$ cat config.mk
export PLATFORM = sky130hd
export DESIGN_NAME = axi_ram_rw_arbiter
export DESIGN_NICKNAME = d
export VERILOG_FILES = /design/src/rtl/axi_pkg.sv /design/src/rtl/axi_ram_rw_arbiter.sv
export SDC_FILE = /design/constraint.sdc
export NUM_CORES = 1
export LEC_CHECK = 0
export ABC_CLOCK_PERIOD_IN_PS = 3200
export CORE_AREA = 2 2 122 113
export DETAILED_ROUTE_END_ITERATION = 10
export DIE_AREA = 0 0 124 115
export PLACE_DENSITY = 0.81
export SLEW_MARGIN = 20
export SYNTH_ARGS = -nofsm -noshare
export SYNTH_HDL_FRONTEND = slang
export SYNTH_SLANG_ARGS = --single-unit
$ cat constraint.sdc
create_clock -name clk -period 3.2 [get_ports clk]
set_clock_uncertainty 0.15 [all_clocks]
set_input_delay 0.8 -clock clk [delete_from_list [all_inputs] [get_ports clk]]
set_output_delay 0.8 -clock clk [all_outputs]
set_load 0.02 [all_outputs]
$ cat src/rtl/axi_pkg.sv
// AXI response codes shared by the slave-side blocks.
package axi_pkg;
    localparam logic [1:0] OKAY   = 2'b00;
    localparam logic [1:0] SLVERR = 2'b10;
endpackage

$ cat src/rtl/axi_ram_rw_arbiter.sv
// AXI4 slave that time-shares one single-port synchronous RAM between whole
// write and read bursts, round-robin on simultaneous requests.
module axi_ram_rw_arbiter
    import axi_pkg::*;
#(
    parameter int DATA_WIDTH = 32,
    parameter int ADDR_WIDTH = 32,
    parameter int STRB_WIDTH = DATA_WIDTH / 8,
    parameter int ID_WIDTH   = 8
) (
    input  logic                                        clk,
    input  logic                                        rst,
    input  logic [ID_WIDTH-1:0]                         s_axi_awid,
    input  logic [ADDR_WIDTH-1:0]                       s_axi_awaddr,
    input  logic [7:0]                                  s_axi_awlen,
    input  logic                                        s_axi_awvalid,
    output logic                                        s_axi_awready,
    input  logic [DATA_WIDTH-1:0]                       s_axi_wdata,
    input  logic [STRB_WIDTH-1:0]                       s_axi_wstrb,
    input  logic                                        s_axi_wlast,
    input  logic                                        s_axi_wvalid,
    output logic                                        s_axi_wready,
    output logic [ID_WIDTH-1:0]                         s_axi_bid,
    output logic [1:0]                                  s_axi_bresp,
    output logic                                        s_axi_bvalid,
    input  logic                                        s_axi_bready,
    input  logic [ID_WIDTH-1:0]                         s_axi_arid,
    input  logic [ADDR_WIDTH-1:0]                       s_axi_araddr,
    input  logic [7:0]                                  s_axi_arlen,
    input  logic                                        s_axi_arvalid,
    output logic                                        s_axi_arready,
    output logic [ID_WIDTH-1:0]                         s_axi_rid,
    output logic [DATA_WIDTH-1:0]                       s_axi_rdata,
    output logic [1:0]                                  s_axi_rresp,
    output logic                                        s_axi_rlast,
    output logic                                        s_axi_rvalid,
    input  logic                                        s_axi_rready,
    output logic                                        mem_en,
    output logic [STRB_WIDTH-1:0]                       mem_we,
    output logic [ADDR_WIDTH-$clog2(STRB_WIDTH)-1:0]    mem_addr,
    output logic [DATA_WIDTH-1:0]                       mem_wdata,
    input  logic [DATA_WIDTH-1:0]                       mem_rdata
);
    localparam int ADDR_LSB = $clog2(STRB_WIDTH);
    localparam int MEM_AW   = ADDR_WIDTH - ADDR_LSB;

    typedef enum logic [1:0] {IDLE, WRITE, WRESP, READ} state_t;

    state_t              state;
    logic                last_rd;
    logic [ID_WIDTH-1:0] id_q;
    logic [MEM_AW-1:0]   addr_q;
    logic [7:0]          len_q;
    logic [7:0]          beat_q;
    logic [8:0]          iss_q;
    logic                err_q;
    logic                rvalid_q;

    logic grant_w, w_hs, r_hs, rd_issue, last_beat;
    logic unused_addr_lsb;

    assign unused_addr_lsb = ^{s_axi_awaddr[ADDR_LSB-1:0], s_axi_araddr[ADDR_LSB-1:0]};

    // Write wins a tie only when read had the previous grant.
    assign grant_w       = s_axi_awvalid && (!s_axi_arvalid || last_rd);
    assign s_axi_awready = (state == IDLE) && grant_w;
    assign s_axi_arready = (state == IDLE) && s_axi_arvalid && !grant_w;
    assign s_axi_wready  = (state == WRITE);

    assign w_hs      = s_axi_wready && s_axi_wvalid;
    assign r_hs      = rvalid_q && s_axi_rready;
    assign last_beat = (beat_q == len_q);
    // Only fetch when the R slot is free or being drained this cycle, so
    // mem_rdata (held by the RAM) is the stall buffer.
    assign rd_issue  = (state == READ) && (iss_q <= {1'b0, len_q}) &&
                       (!rvalid_q || s_axi_rready);

    assign mem_en    = w_hs || rd_issue;
    assign mem_we    = w_hs ? s_axi_wstrb : '0;
    assign mem_addr  = addr_q;
    assign mem_wdata = s_axi_wdata;

    assign s_axi_bvalid = (state == WRESP);
    assign s_axi_bid    = id_q;
    assign s_axi_bresp  = (s_axi_bvalid && err_q) ? SLVERR : OKAY;

    assign s_axi_rvalid = rvalid_q;
    assign s_axi_rid    = id_q;
    assign s_axi_rdata  = mem_rdata;
    assign s_axi_rresp  = OKAY;
    assign s_axi_rlast  = rvalid_q && last_beat;

    always_ff @(posedge clk) begin
        if (rst) begin
            state    <= IDLE;
            last_rd  <= 1'b1;
            id_q     <= '0;
            addr_q   <= '0;
            len_q    <= '0;
            beat_q   <= '0;
            iss_q    <= '0;
            err_q    <= 1'b0;
            rvalid_q <= 1'b0;
        end else begin
            case (state)
                IDLE: begin
                    if (s_axi_awready) begin
                        id_q    <= s_axi_awid;
                        addr_q  <= s_axi_awaddr[ADDR_WIDTH-1:ADDR_LSB];
                        len_q   <= s_axi_awlen;
                        beat_q  <= '0;
                        err_q   <= 1'b0;
                        last_rd <= 1'b0;
                        state   <= WRITE;
                    end else if (s_axi_arready) begin
                        id_q    <= s_axi_arid;
                        addr_q  <= s_axi_araddr[ADDR_WIDTH-1:ADDR_LSB];
                        len_q   <= s_axi_arlen;
                        beat_q  <= '0;
                        iss_q   <= '0;
                        last_rd <= 1'b1;
                        state   <= READ;
                    end
                end
                WRITE: begin
                    if (w_hs) begin
                        addr_q <= addr_q + MEM_AW'(1);
                        beat_q <= beat_q + 8'd1;
                        if (s_axi_wlast != last_beat) err_q <= 1'b1;
                        if (last_beat) state <= WRESP;
                    end
                end
                WRESP: begin
                    if (s_axi_bready) begin
                        err_q <= 1'b0;
                        state <= IDLE;
                    end
                end
                READ: begin
                    if (rd_issue) begin
                        addr_q <= addr_q + MEM_AW'(1);
                        iss_q  <= iss_q + 9'd1;
                    end
                    if (rd_issue)          rvalid_q <= 1'b1;
                    else if (s_axi_rready) rvalid_q <= 1'b0;
                    if (r_hs) begin
                        beat_q <= beat_q + 8'd1;
                        if (last_beat) state <= IDLE;
                    end
                end
                default: state <= IDLE;
            endcase
        end
    end
endmodule

==> summary.md <==
| Metric | Value |
|---|---|
| First-pass GRT wire length | 24.5 mm |
| Hold WC Path Type | register to register |
| # diodes | 0 |
| Slew Viols, Final | 0 |
| Largest family of logic cells by synthesized area | simple AND/OR/NAND/NOR gates |
| Initial antenna violation count | 0 |
| Pwr Density | 866 nW/um^2 |
| Row count | 40 |
| Tcrit/Tclk final | 0.982 |
| Die height | 115 um |
| Status | complete, no violations |
| Most Frequent Cell on Critical Path | clkdlybuf4s50_1 |
| Via count | 5114 |
| Die area | 14300 um^2 |
| Cell variety after synth | 67 |
| Mean Syn Cell Area | 7.62 um^2 |
| Synthesis-stage register bit count | 68 |
| Worst VDD drop | 0.540 mV |
| Final setup vio count | 0 |
| Slew of the pin with the lowest slew margin | 0.518 ns |
| Post-synth EDFFs | 0 |
| Placed Instance Area | 6290 um^2 |
| Largest stage delay, worst path | 0.61 ns |
| LEAKAGE | 0.00248 uW |
| Total track usage | 0.219 |
| Simple-gate area share of the yosys netlist | 0.245 |
| Core area | 13000 um^2 |
| Root buffer cell | clkbuf_16 |
| Total Wirelength | 15.8 mm |
| Max Cap Viol | 0 |
| Largest net degree at the start of global routing | 46 |
| Commonest non-fill, non-tap cell in the layout | clkdlybuf4s50_1 |
| CP max stage cell | clkdlybuf4s50_1 |
| Post-Synth Adder-Cell Area | 0.0285 |
| Num ports | 297 |
| Hold WS | 0.305 ns |
| Area fraction in compound gates after synthesis | 0.226 |
| RSZ-0062 raised after global routing | false |
| Most frequent cells in the layout | clkdlybuf4s50_1 (158), nand2_1 (84), dfxtp_1 (68), buf_4 (46), nor2_1 (44) |
| RD Place Congestion | 0.870 |
| Yosys top cell by area | dfxtp_1 |
| Grt total ovfl | 0 |
| PortBufs | 161 |
| Hpwl dp | 11.7 mm |
| CP Class | input port to primary output |
| Layout area overhead | 36.8% |
| Worst slew margin | 0.654 |
| Final critical-path required period | 3.14 ns |
| Max H-tree Level | 3 |
| Top_reg_cell synth | dfxtp_1 |
| Max Fclk | 318 MHz |
| Clk sink count | 68 |
| Initial Utilization | 0.372 |
| DRT antenna net count | 0 |
| Cell breakdown of the critical path | clkdlybuf4s50_1, nand2_1, nand3_1, inv_1, clkdlybuf4s50_1 |
| Worst-Skew Late Latency | 0.33 ns |
| Synth top area share | 0.281 |
| Largest delay contributor family on the critical path | buffers and inverters |
| Clk buf depth | 2 |
| CP Max Fanout | 4 |
| TritonCTS clock tree | done |
| WL per Instance | 17.2 um |
| Required time worst endpoint | 2.25 ns |
| Starting DRC count in detailed routing | 414 |
| Util after Layout | 0.508 |
| Async set-reset flop share out of synthesis | 0 |
| Xor-xnor portion of the synthesized cell area | 0.0435 |
| Mapped Cells | 635 |
| Post-synthesis mux area share | 0.0106 |
| Filler cell count | 1240 |
| Hold Fails Final Rpt | 0 |
| Post-CTS setup buffer count | 0 |
| CTS Buf Count | 9 |
| Top cells by area, synth | dfxtp_1 (28%), buf_4 (12%), nand2_1 (6.5%) |
| Share of cells above drive strength 1 | 0.0975 |
| Nets@finish | 927 |
| Vias in the first global route | 4826 |
| Die width | 124 um |
| Ys Warns | 0 |
| Reg clk slew, reported paths | 0.05 ns |
| Post-Syn Area | 4840 um^2 |
| Crit path DAT | 2.19 ns |
| Seq/Total Area, Yosys | 0.281 |
| # DRC | 0 |
| Crit. End Element | primary output |
| Critical Path Source Type | input port |
| Fin area | 6620 um^2 |
| CP bufs+invs | 3 |
| Place WS | -0.0366 ns |
| Number of iterations in the first detailed-routing pass | 7 |
| Drt via density | 5.58 |
| Worst setup margin | 0.0574 ns |
## sequential cells by signal, indices dropped and copies added, names as in the netlist
signal,flops
mem_addr,30
s_axi_rvalid,1
state,2
s_axi_bid,8
iss_q,9
err_q,1
last_rd,1
beat_q,8
len_q,8
## area by class of cell
| type | instances | area, um^2 | share of cell area |
|---|---|---|---|
| timing repair buffer | 207 | 1950 | 0.295 |
| inverter | 22 | 82.6 | 0.0125 |
| multi-input combinational | 436 | 2690 | 0.406 |
| sequential | 68 | 1360 | 0.206 |
| clock buffer | 9 | 225 | 0.0340 |
| tap | 168 | 210 | 0.0318 |
| clock inverter | 7 | 100 | 0.0151 |
## cells in the mapped netlist, types with 13 or more instances
master	number
buf_4	76
clkbuf_1	29
o21ai_0	24
xnor2_1	16
nor3_1	13
nand4_1	24
inv_1	21
o221ai_1	16
dfxtp_1	68
nor2_1	44
nand2_1	84
a21oi_1	19
nand3_1	36
## power breakdown
group          internal (uW)  leakage (uW)  switching, uW
clock                    687      0.000148            414
combinational           1420       0.00178           1770
sequential              1120      0.000558            326
## routing by layer
layer / track usage / routed length, um / share of wire / up-vias
met1: 0.287 / 6790 / 0.43 / 2385
li1: - / - / - / 2459
met3: 0.0541 / 1440 / 0.091 / 34
met4: 0.0689 / 337 / 0.021 / 0
met5: 0 / 0 / 0 / -
met2: 0.354 / 7200 / 0.46 / 236
## tightest hold or removal path: cells and delay by family (launching register included)
family           cells  cell delay [ns]
AND/OR/NAND/NOR      2             0.09
flip-flops           1             0.31
## through the flow
step,total power [uW],TNS (ns),instances
5_1_grt,6120,0,917
2_1_floorplan,3400,0,637
3_3_place_gp,4590,-0.0250,901
6_report,5730,0,917
3_5_place_dp,4630,-0.0366,901
4_1_cts,5740,0,917
## repair_timing
action	CTS	global route
resized for setup	4	1
hold buffers	0	0
endpoints found under the hold margin	0	0
endpoints found under the setup margin	1	1
cloned	0	0
## kinds of logic (layout without fill, tap and decap cells)
logic type                 Yosys count  in the layout
muxes                                5              5
buffers and inverters              133            245
other                                1              3
xor gates and xnor gates            24             24
adders and majority gates           11             11
and+or+nand+nor                    244            244
DFF                                 68             68
AOI/OAI and AO/OA                  149            149
## final timing paths
path | startpoint | end | slack [ns] | cells past startpoint
setup reg to reg | len_q[7] | mem_addr[10] | 0.38 | 10
setup / recovery | s_axi_awvalid | s_axi_arready | 0.06 | 5
hold reg to reg | s_axi_bid[5] | s_axi_bid[5] | 0.31 | 2
hold / removal | s_axi_bid[5] | s_axi_bid[5] | 0.31 | 2
Power figures use the tool's default switching activity.
